===== src/rtl/cnn_layer_accel_job_pkg.sv =====
// rtl/cnn_layer_accel_job_pkg.sv - shared types and field layout for the job controller
package cnn_layer_accel_job_pkg;

    localparam int C_CNT_WIDTH_DEFAULT = 24;

    localparam int PIX_LSB = 0;
    localparam int PIX_MSB = 23;
    localparam int WT_LSB  = 24;
    localparam int WT_MSB  = 47;
    localparam int RES_LSB = 48;
    localparam int RES_MSB = 71;

    typedef enum logic [2:0] {
        ST_IDLE,
        ST_ACCEPT,
        ST_FETCH_REQ,
        ST_FETCH,
        ST_FETCH_DONE,
        ST_RUN,
        ST_COMPLETE
    } job_state_t;

endpackage


===== src/rtl/cnn_layer_accel_beat_counter.sv =====
// rtl/cnn_layer_accel_beat_counter.sv - loadable beat counter with equality done flag
module cnn_layer_accel_beat_counter
    import cnn_layer_accel_job_pkg::*;
#(
    parameter int C_CNT_WIDTH = C_CNT_WIDTH_DEFAULT
) (
    input  logic                   clk,
    input  logic                   rst_n,
    input  logic                   load,
    input  logic [C_CNT_WIDTH-1:0] total,
    input  logic                   fire,
    input  logic                   clear,
    output logic [C_CNT_WIDTH-1:0] count,
    output logic                   done,
    output logic                   last
);

    localparam logic [C_CNT_WIDTH-1:0] ONE = C_CNT_WIDTH'(1);

    logic [C_CNT_WIDTH-1:0] total_q;

    always_ff @(posedge clk or negedge rst_n) begin
        if (!rst_n) begin
            count   <= '0;
            total_q <= '0;
        end else if (clear) begin
            count   <= '0;
            total_q <= '0;
        end else if (load) begin
            count   <= '0;
            total_q <= total;
        end else if (fire) begin
            count   <= count + ONE;
        end
    end

    // fire is gated by !done upstream, so count+1 never wraps past total
    assign done = (count == total_q);
    assign last = fire && ((count + ONE) == total_q);

endmodule


===== src/rtl/cnn_layer_accel_job_ctrl.sv =====
// rtl/cnn_layer_accel_job_ctrl.sv - host job protocol responder with stream gating and beat counting
module cnn_layer_accel_job_ctrl
    import cnn_layer_accel_job_pkg::*;
#(
    parameter int C_CNT_WIDTH = C_CNT_WIDTH_DEFAULT
) (
    input  logic         clk_if,
    input  logic         rst_n,
    input  logic         job_start,
    output logic         job_accept,
    input  logic [127:0] job_parameters,
    output logic         job_fetch_request,
    input  logic         job_fetch_ack,
    output logic         job_fetch_complete,
    output logic         job_complete,
    input  logic         job_complete_ack,
    input  logic         pixel_valid,
    output logic         pixel_ready,
    input  logic         pixel_sink_ready,
    input  logic         weight_valid,
    output logic         weight_ready,
    input  logic         weight_sink_ready,
    input  logic         result_valid,
    input  logic         result_accept,
    output logic         busy
);

    job_state_t state, next_state;

    logic load, clear;
    logic pix_fire, wt_fire, res_fire, res_window;
    logic pix_done, wt_done, res_done;
    logic pix_last, wt_last, res_last;
    logic [C_CNT_WIDTH-1:0] pix_count, wt_count, res_count;
    logic unused_bits;

    assign load  = (state == ST_IDLE) && job_start;
    assign clear = (state == ST_COMPLETE) && job_complete_ack;

    assign pixel_ready  = (state == ST_FETCH) && pixel_sink_ready && !pix_done;
    assign weight_ready = (state == ST_FETCH) && weight_sink_ready && !wt_done;

    assign pix_fire = pixel_valid && pixel_ready;
    assign wt_fire  = weight_valid && weight_ready;

    // results may arrive as soon as streaming begins
    assign res_window = (state == ST_FETCH) || (state == ST_FETCH_DONE) || (state == ST_RUN);
    assign res_fire   = result_valid && result_accept && res_window && !res_done;

    assign unused_bits = ^{job_parameters[127:RES_MSB+1], pix_count, wt_count, res_count, res_last};

    cnn_layer_accel_beat_counter #(.C_CNT_WIDTH(C_CNT_WIDTH)) u_pix_cnt (
        .clk(clk_if), .rst_n(rst_n), .load(load),
        .total(C_CNT_WIDTH'(job_parameters[PIX_MSB:PIX_LSB])),
        .fire(pix_fire), .clear(clear), .count(pix_count), .done(pix_done), .last(pix_last)
    );

    cnn_layer_accel_beat_counter #(.C_CNT_WIDTH(C_CNT_WIDTH)) u_wt_cnt (
        .clk(clk_if), .rst_n(rst_n), .load(load),
        .total(C_CNT_WIDTH'(job_parameters[WT_MSB:WT_LSB])),
        .fire(wt_fire), .clear(clear), .count(wt_count), .done(wt_done), .last(wt_last)
    );

    cnn_layer_accel_beat_counter #(.C_CNT_WIDTH(C_CNT_WIDTH)) u_res_cnt (
        .clk(clk_if), .rst_n(rst_n), .load(load),
        .total(C_CNT_WIDTH'(job_parameters[RES_MSB:RES_LSB])),
        .fire(res_fire), .clear(clear), .count(res_count), .done(res_done), .last(res_last)
    );

    always_comb begin
        next_state = state;
        case (state)
            ST_IDLE:       if (job_start) next_state = ST_ACCEPT;
            ST_ACCEPT:     next_state = ST_FETCH_REQ;
            ST_FETCH_REQ:  if (job_fetch_ack) next_state = (pix_done && wt_done) ? ST_FETCH_DONE : ST_FETCH;
            ST_FETCH:      if ((pix_done || pix_last) && (wt_done || wt_last)) next_state = ST_FETCH_DONE;
            ST_FETCH_DONE: next_state = ST_RUN;
            ST_RUN:        if (res_done) next_state = ST_COMPLETE;
            ST_COMPLETE:   if (job_complete_ack) next_state = ST_IDLE;
            default:       next_state = ST_IDLE;
        endcase
    end

    // handshake outputs are registered images of the state being entered
    always_ff @(posedge clk_if or negedge rst_n) begin
        if (!rst_n) begin
            state              <= ST_IDLE;
            job_accept         <= 1'b0;
            job_fetch_request  <= 1'b0;
            job_fetch_complete <= 1'b0;
            job_complete       <= 1'b0;
            busy               <= 1'b0;
        end else begin
            state              <= next_state;
            job_accept         <= (next_state == ST_ACCEPT);
            job_fetch_request  <= (next_state == ST_FETCH_REQ);
            job_fetch_complete <= (next_state == ST_FETCH_DONE);
            job_complete       <= (next_state == ST_COMPLETE);
            busy               <= (next_state != ST_IDLE);
        end
    end

endmodule


===== config.mk =====
export PLATFORM = sky130hd
export DESIGN_NAME = cnn_layer_accel_job_ctrl
export DESIGN_NICKNAME = d
export VERILOG_FILES = /design/src/rtl/cnn_layer_accel_job_pkg.sv /design/src/rtl/cnn_layer_accel_beat_counter.sv /design/src/rtl/cnn_layer_accel_job_ctrl.sv
export SDC_FILE = /design/constraint.sdc
export NUM_CORES = 1
export LEC_CHECK = 0
export ABC_AREA = 1
export BUFFER_PORTS_ARGS = -buffer_cell sky130_fd_sc_hd__clkbuf_2
export CORE_MARGIN = 10
export CORE_UTILIZATION = 60
export CTS_CLUSTER_SIZE = 10
export DETAILED_ROUTE_END_ITERATION = 6
export GPL_TIMING_DRIVEN = 1
export PLACE_DENSITY = 0.84
export SYNTH_ARGS = -nofsm -noshare
export SYNTH_HDL_FRONTEND = slang
export SYNTH_SLANG_ARGS = --single-unit

===== constraint.sdc =====
create_clock -name clk_if -period 5.2 [get_ports clk_if]
set_input_delay 0.52 -clock clk_if [delete_from_list [all_inputs] [get_ports clk_if]]
set_output_delay 0.52 -clock clk_if [all_outputs]
set_load 0.03 [all_outputs]

### Yosys cells after proc, flatten, opt, wreduce, memory -nomap -nowiden

Cells that the tools add are included.

| storage, ports and cells | value |
|---|---|
| register bits | 152 |
| input bits | 139 |
| output and inout port bits | 7 |
| logic and storage cells | 80 |

| cells by class | value |
|---|---|
| add/subtract/negate cells | 3 |
| equal/unequal tests | 15 |
| multiplexer cells | 22 |
| reduce and logical (&&, ||, !) cells | 28 |

Operators by type and width:

| cell | number |
|---|---|
| 24-bit two-way mux | 15 |
| 24-bit == test | 5 |
| 24-bit by 1-bit adder with 24-bit output, second input constant | 3 |
| 3-bit case mux with 7 select lines | 1 |
| 3-bit two-way mux | 6 |
| 3-bit == test, second input constant | 5 |
| 1-bit logical AND | 15 |
| 3-bit nonzero test | 4 |
| 3-bit by 2-bit == test with 1-bit output, second input constant | 3 |
| 3-bit by 1-bit == test with 1-bit output, second input constant | 2 |
| 1-bit logical OR | 4 |
| 1-bit zero test | 3 |
| 3-bit zero test | 1 |
| 2-bit nonzero test | 1 |

### Logic depth before layout (Yosys ltp)

| logic depth | value |
|---|---|
| word-level depth | 10 |
| depth in mapped cells | 18 |
| mapped depth without buffers | 18 |

### Modules after synthesis

From an unflattened synthesis, not the netlist that was laid out.

| unflattened totals | value |
|---|---|
| cells, all modules | 1,344 |
| area, all modules | 9,724.3 µm² |

Modules (own cells, without submodules):

| module | instances | cells an instance | area an instance (µm²) | sequential area each (µm²) |
|---|---|---|---|---|
| cnn_layer_accel_beat_counter | 3 | 423 | 3,051.7 | 1,201.2 |
| cnn_layer_accel_job_ctrl | 1 | 75 | 569.3 | 200.2 |

### Least setup slack after synthesis

No wires, ideal clock.

| timing | value |
|---|---|
| path kind | register to register |
| start | register u_wt_cnt.count[1] |
| end | register busy |
| library setup time | 0.119 ns |
| data arrival time | 1.851 ns |
| path slack | 3.230 ns |
| cell stages (with the launch flop) | 19 |
| buffers on the path | 0 |
| clock period less this slack | 1.970 ns |
| cell sequence | dfrtp_1 ha_1 nand2_1 nor2_4 nand2_2 nor2_2 nand2_1 nand2_1 nand2_1 nor2_1 nand2_1 nor2_1 nand3_1 nand2_1 nand2_2 nand2_4 nand3_2 inv_1 nand2_1 |

| on the way | value |
|---|---|
| word-level cells in the longest chain between the ends | 10 |

RTL lines:

| element | line | source |
|---|---|---|
| from (decl) | cnn_layer_accel_beat_counter.sv:13 | `output logic [C_CNT_WIDTH-1:0] count,` |
| from (signal assigned) | cnn_layer_accel_beat_counter.sv:33 | `count <= count + ONE;` |
| parallel branches: the longest is 8 deep, another holds 24-bit by 1-bit adder with 24-bit output | n/a |  |
| 3-bit case mux with 7 select lines * | cnn_layer_accel_job_ctrl.sv:72 | `case (state)` |
| 3-bit nonzero test * | cnn_layer_accel_job_ctrl.sv:99 | `busy <= (next_state != ST_IDLE);` |
| to (signal assigned) | cnn_layer_accel_job_ctrl.sv:99 |  |
| to (decl) | cnn_layer_accel_job_ctrl.sv:25 | `output logic busy` |

Mark *: on every way between the ends.
A chain may end at the register's enable or synchronous reset.

### Worst setup path in the final report

| timing | value |
|---|---|
| start | register u_pix_cnt.count[0] |
| end | register u_pix_cnt.count[23] |

| on the way | value |
|---|---|
| word-level cells in the longest chain between the ends | 5 |

RTL lines:

| element | line |
|---|---|
| from (decl) | cnn_layer_accel_beat_counter.sv:13 |
| from (signal assigned) | cnn_layer_accel_beat_counter.sv:33 |
| parallel branches: the longest is 5 deep, another holds 24-bit by 1-bit adder with 24-bit output | n/a |

Parallel ways; which one is timed is not known. The select of a mux whose other input is x is not followed.

==> metrics.txt <==
final number of setup-violating endpoints 0; Finished Layout Cells 1693; gr ovfl total 0; Die X 146 µm; beginning of the critical path u_pix_cnt.count[0]$_DFFE_PN0P_; TritonRoute pass-1 iters 6; Tmin final 2.88 ns; Ports 146; met3 WL roughly 1700 µm; Crit Path Class reg2reg; sequential fraction of the synthesis area 0.402; Placement Setup Slack ~2.3 ns; cell family with most CP delay simple AND/OR/NAND/NOR gates; post-synth cell types 38; Syn Area/Cell 6.82 µm²; TritonCTS clock tree built; vias around 9200; CTS Sinks roughly 150; most used cells in the layout excluding fill and tap cells 455 x nand2_1, 187 x inv_1, 152 x dfrtp_1; Total Routing Usage GR 0.227; share of layout cells above drive strength 1 0.114; CTS Buf Count 17; standard-cell rows 45; final core area utilization 0.695; fill count 1304; area leader, netlist dfrtp_1; period utilization 0.555; EDFF count, synth 0; largest net degree at the start of global routing 110; global-route wire length before repair 40300 µm; P per Cell Area between 300 and 400 mW/mm²; # H-tree levels 4; crit path buf inv count 2; final WL 24300 µm; Final nets 1612; initial antenna violation count 0; worst r2r src u_pix_cnt.count[0]$_DFFE_PN0P_; Least-Margin Pin Slew 1.04 ns; hold crit path type in2async; commonest non-fill, non-tap cell in the layout nand2_1; Synth Net Count 1529; Inserted Diodes 0; Initial DRC Count 775; DP Wirelength 17500 µm; flop2flop setup slack 2.32 ns; routability-driven placement congestion ratio 0.938; Worst-path clk slew about 0.06 ns; DRC viols 0; Worst path max stage delay 0.66 ns; most common flop cell mapped by yosys dfrtp_1; Max-Cap Viols 0; antenna viol nets, final 0; clk_lat worst skew 0.44 ns; WL/cell 14.3 µm; Data required, critical path 5.51 ns; clk root buf clkbuf_16; post-CTS setup buffer count 0; Port-buffer cells 89; crit path DAT 3.20 ns; Rel. slew slack 0.305; Bufs on Longest Clock Path 2; Synth area leaders dfrtp_1 40%, nand2_1 18%, inv_1 7.4%; die area 0.0212 mm²; Pleak about 0.0058 µW; final hold vios 0; slowest stage cell, crit path nand3_1; YS warnings 0; Initial Utilization 0.618; CP max FO 20; vias in the first global route 8682; Synth async-reset ratio 1.00; die height 146 µm; status finished, final reports clean; Core Region about 0.015 mm²; total power 3220 µW; worst vdd ir 0.271 mV; Mapped Area 0.00947 mm²; TNS Setup 0 ns; DP Cell Count 1662; Post-CTS Hold Buffers 0; Yosys top cell area share 0.402; Met2 Wirelength 11300 µm; Final Max Slew Viols 0; worst path cell trace inv_1, nand2_1, nand2_1, nor2_1, nand2_1, nor2_1, nand3_1, nand3_1, inv_2, nand3_1, o21ai_0, a21oi_1; crit path launch type register; clock skew approximately 0.011 ns; fmax 0.347 GHz; RSZ-0062 raised after global routing no; Post-Syn Instances between 1000 and 1500; FF+latch count, synth 152; highest metal used met4; Area Growth Syn to Fin 12.5%; crit end category register; routed vias/inst 5.40; DRT met1 WL roughly 11000 µm; worst setup margin between 2 and 2.5 ns; post-CTS sizing 0
[worst reg2reg max path, stage by stage (launching register included)]
cell	delay, ns
dfrtp_1	0.39
inv_1	0.22
nand2_1	0.08
nand2_1	0.08
nor2_1	0.05
nand2_1	0.08
nor2_1	0.05
nand3_1	0.21
nand3_1	0.66
inv_2	0.54
nand3_1	0.16
o21ai_0	0.18
a21oi_1	0.06
[synthesized netlist by cell type (6+ instances only)]
master and count:
inv_1 187, clkbuf_1 21, a21oi_1 23, buf_2 7, xor2_1 34, nand4_1 27, nand3b_1 6, nor3_1 20
nand3_1 95, a22o_1 19, nor2_2 7, nand2_1 456, nand2_2 11, xnor2_1 9, dfrtp_1 152, nor2_4 7
nor3b_1 6, inv_2 10, o21ai_0 106, nor2_1 141, o22ai_1 6
[state kept, by name, summed over array words and instances, names as in the netlist]
name and flops:
busy 1, job_accept 1, job_complete 1, job_fetch_complete 1, job_fetch_request 1, state 3, u_pix_cnt.count 24, u_pix_cnt.total_q 24
u_res_cnt.count 24, u_res_cnt.total_q 24, u_wt_cnt.count 24, u_wt_cnt.total_q 24
[path summary, 6_finish.rpt]
path	endpoint	cells past startpoint
min in group clk_if	u_wt_cnt.total_q[14]$_DFFE_PN0P_	3
min reg2reg	u_res_cnt.total_q[22]$_DFFE_PN0P_	1
max reg2reg	u_pix_cnt.count[23]$_DFFE_PN0P_	12
max in group asynchronous	job_complete$_DFF_PN0_	2
min	u_pix_cnt.count[2]$_DFFE_PN0P_	1
max	u_pix_cnt.count[23]$_DFFE_PN0P_	12
[logic make-up (layout without fill, tap and decap cells)]
family / after synthesis / after routing / share of synthesized area
simple gates: 794 / 794 / 0.364
buf+inv: 227 / 322 / 0.0911
compound gates: 168 / 168 / 0.0995
flops: 152 / 152 / 0.402
xor+xnor: 43 / 43 / 0.0398
fa+ha+maj: 3 / 3 / 0.00397
[power by group]
group / total, µW / internal, µW / switching [µW]
registers: 1400 / 1270 / 129
logic: 659 / 223 / 435
clock network: 1160 / 641 / 521
total: 3220 / 2140 / 1090
[metal layers]
layer  global-route usage  vias up
met5                    0        -
met4               0.0804        0
met3               0.0475       56
met2                0.373      351
met1                0.288     4185
li1                     -     4558
[through the flow]
stage                     hold WS, ns  cell area, µm²
after floorplan                 0.224            9470
after global placement          0.504           10100
after detailed placement        0.505           10100
after CTS                       0.279           10600
after global routing            0.294           10600
final                           0.145           10600
[area by class of cell]
type	count	area, µm²	area share
well taps	211	264	0.0248
clock buffers	20	457	0.0429
inverters	198	743	0.0698
repair buffers	93	482	0.0453
flip-flops and latches	152	3800	0.357
clock inverters	11	93.8	0.00882
multi-input cells	1008	4800	0.451
Note: power is estimated with default switching activity, not from simulation.
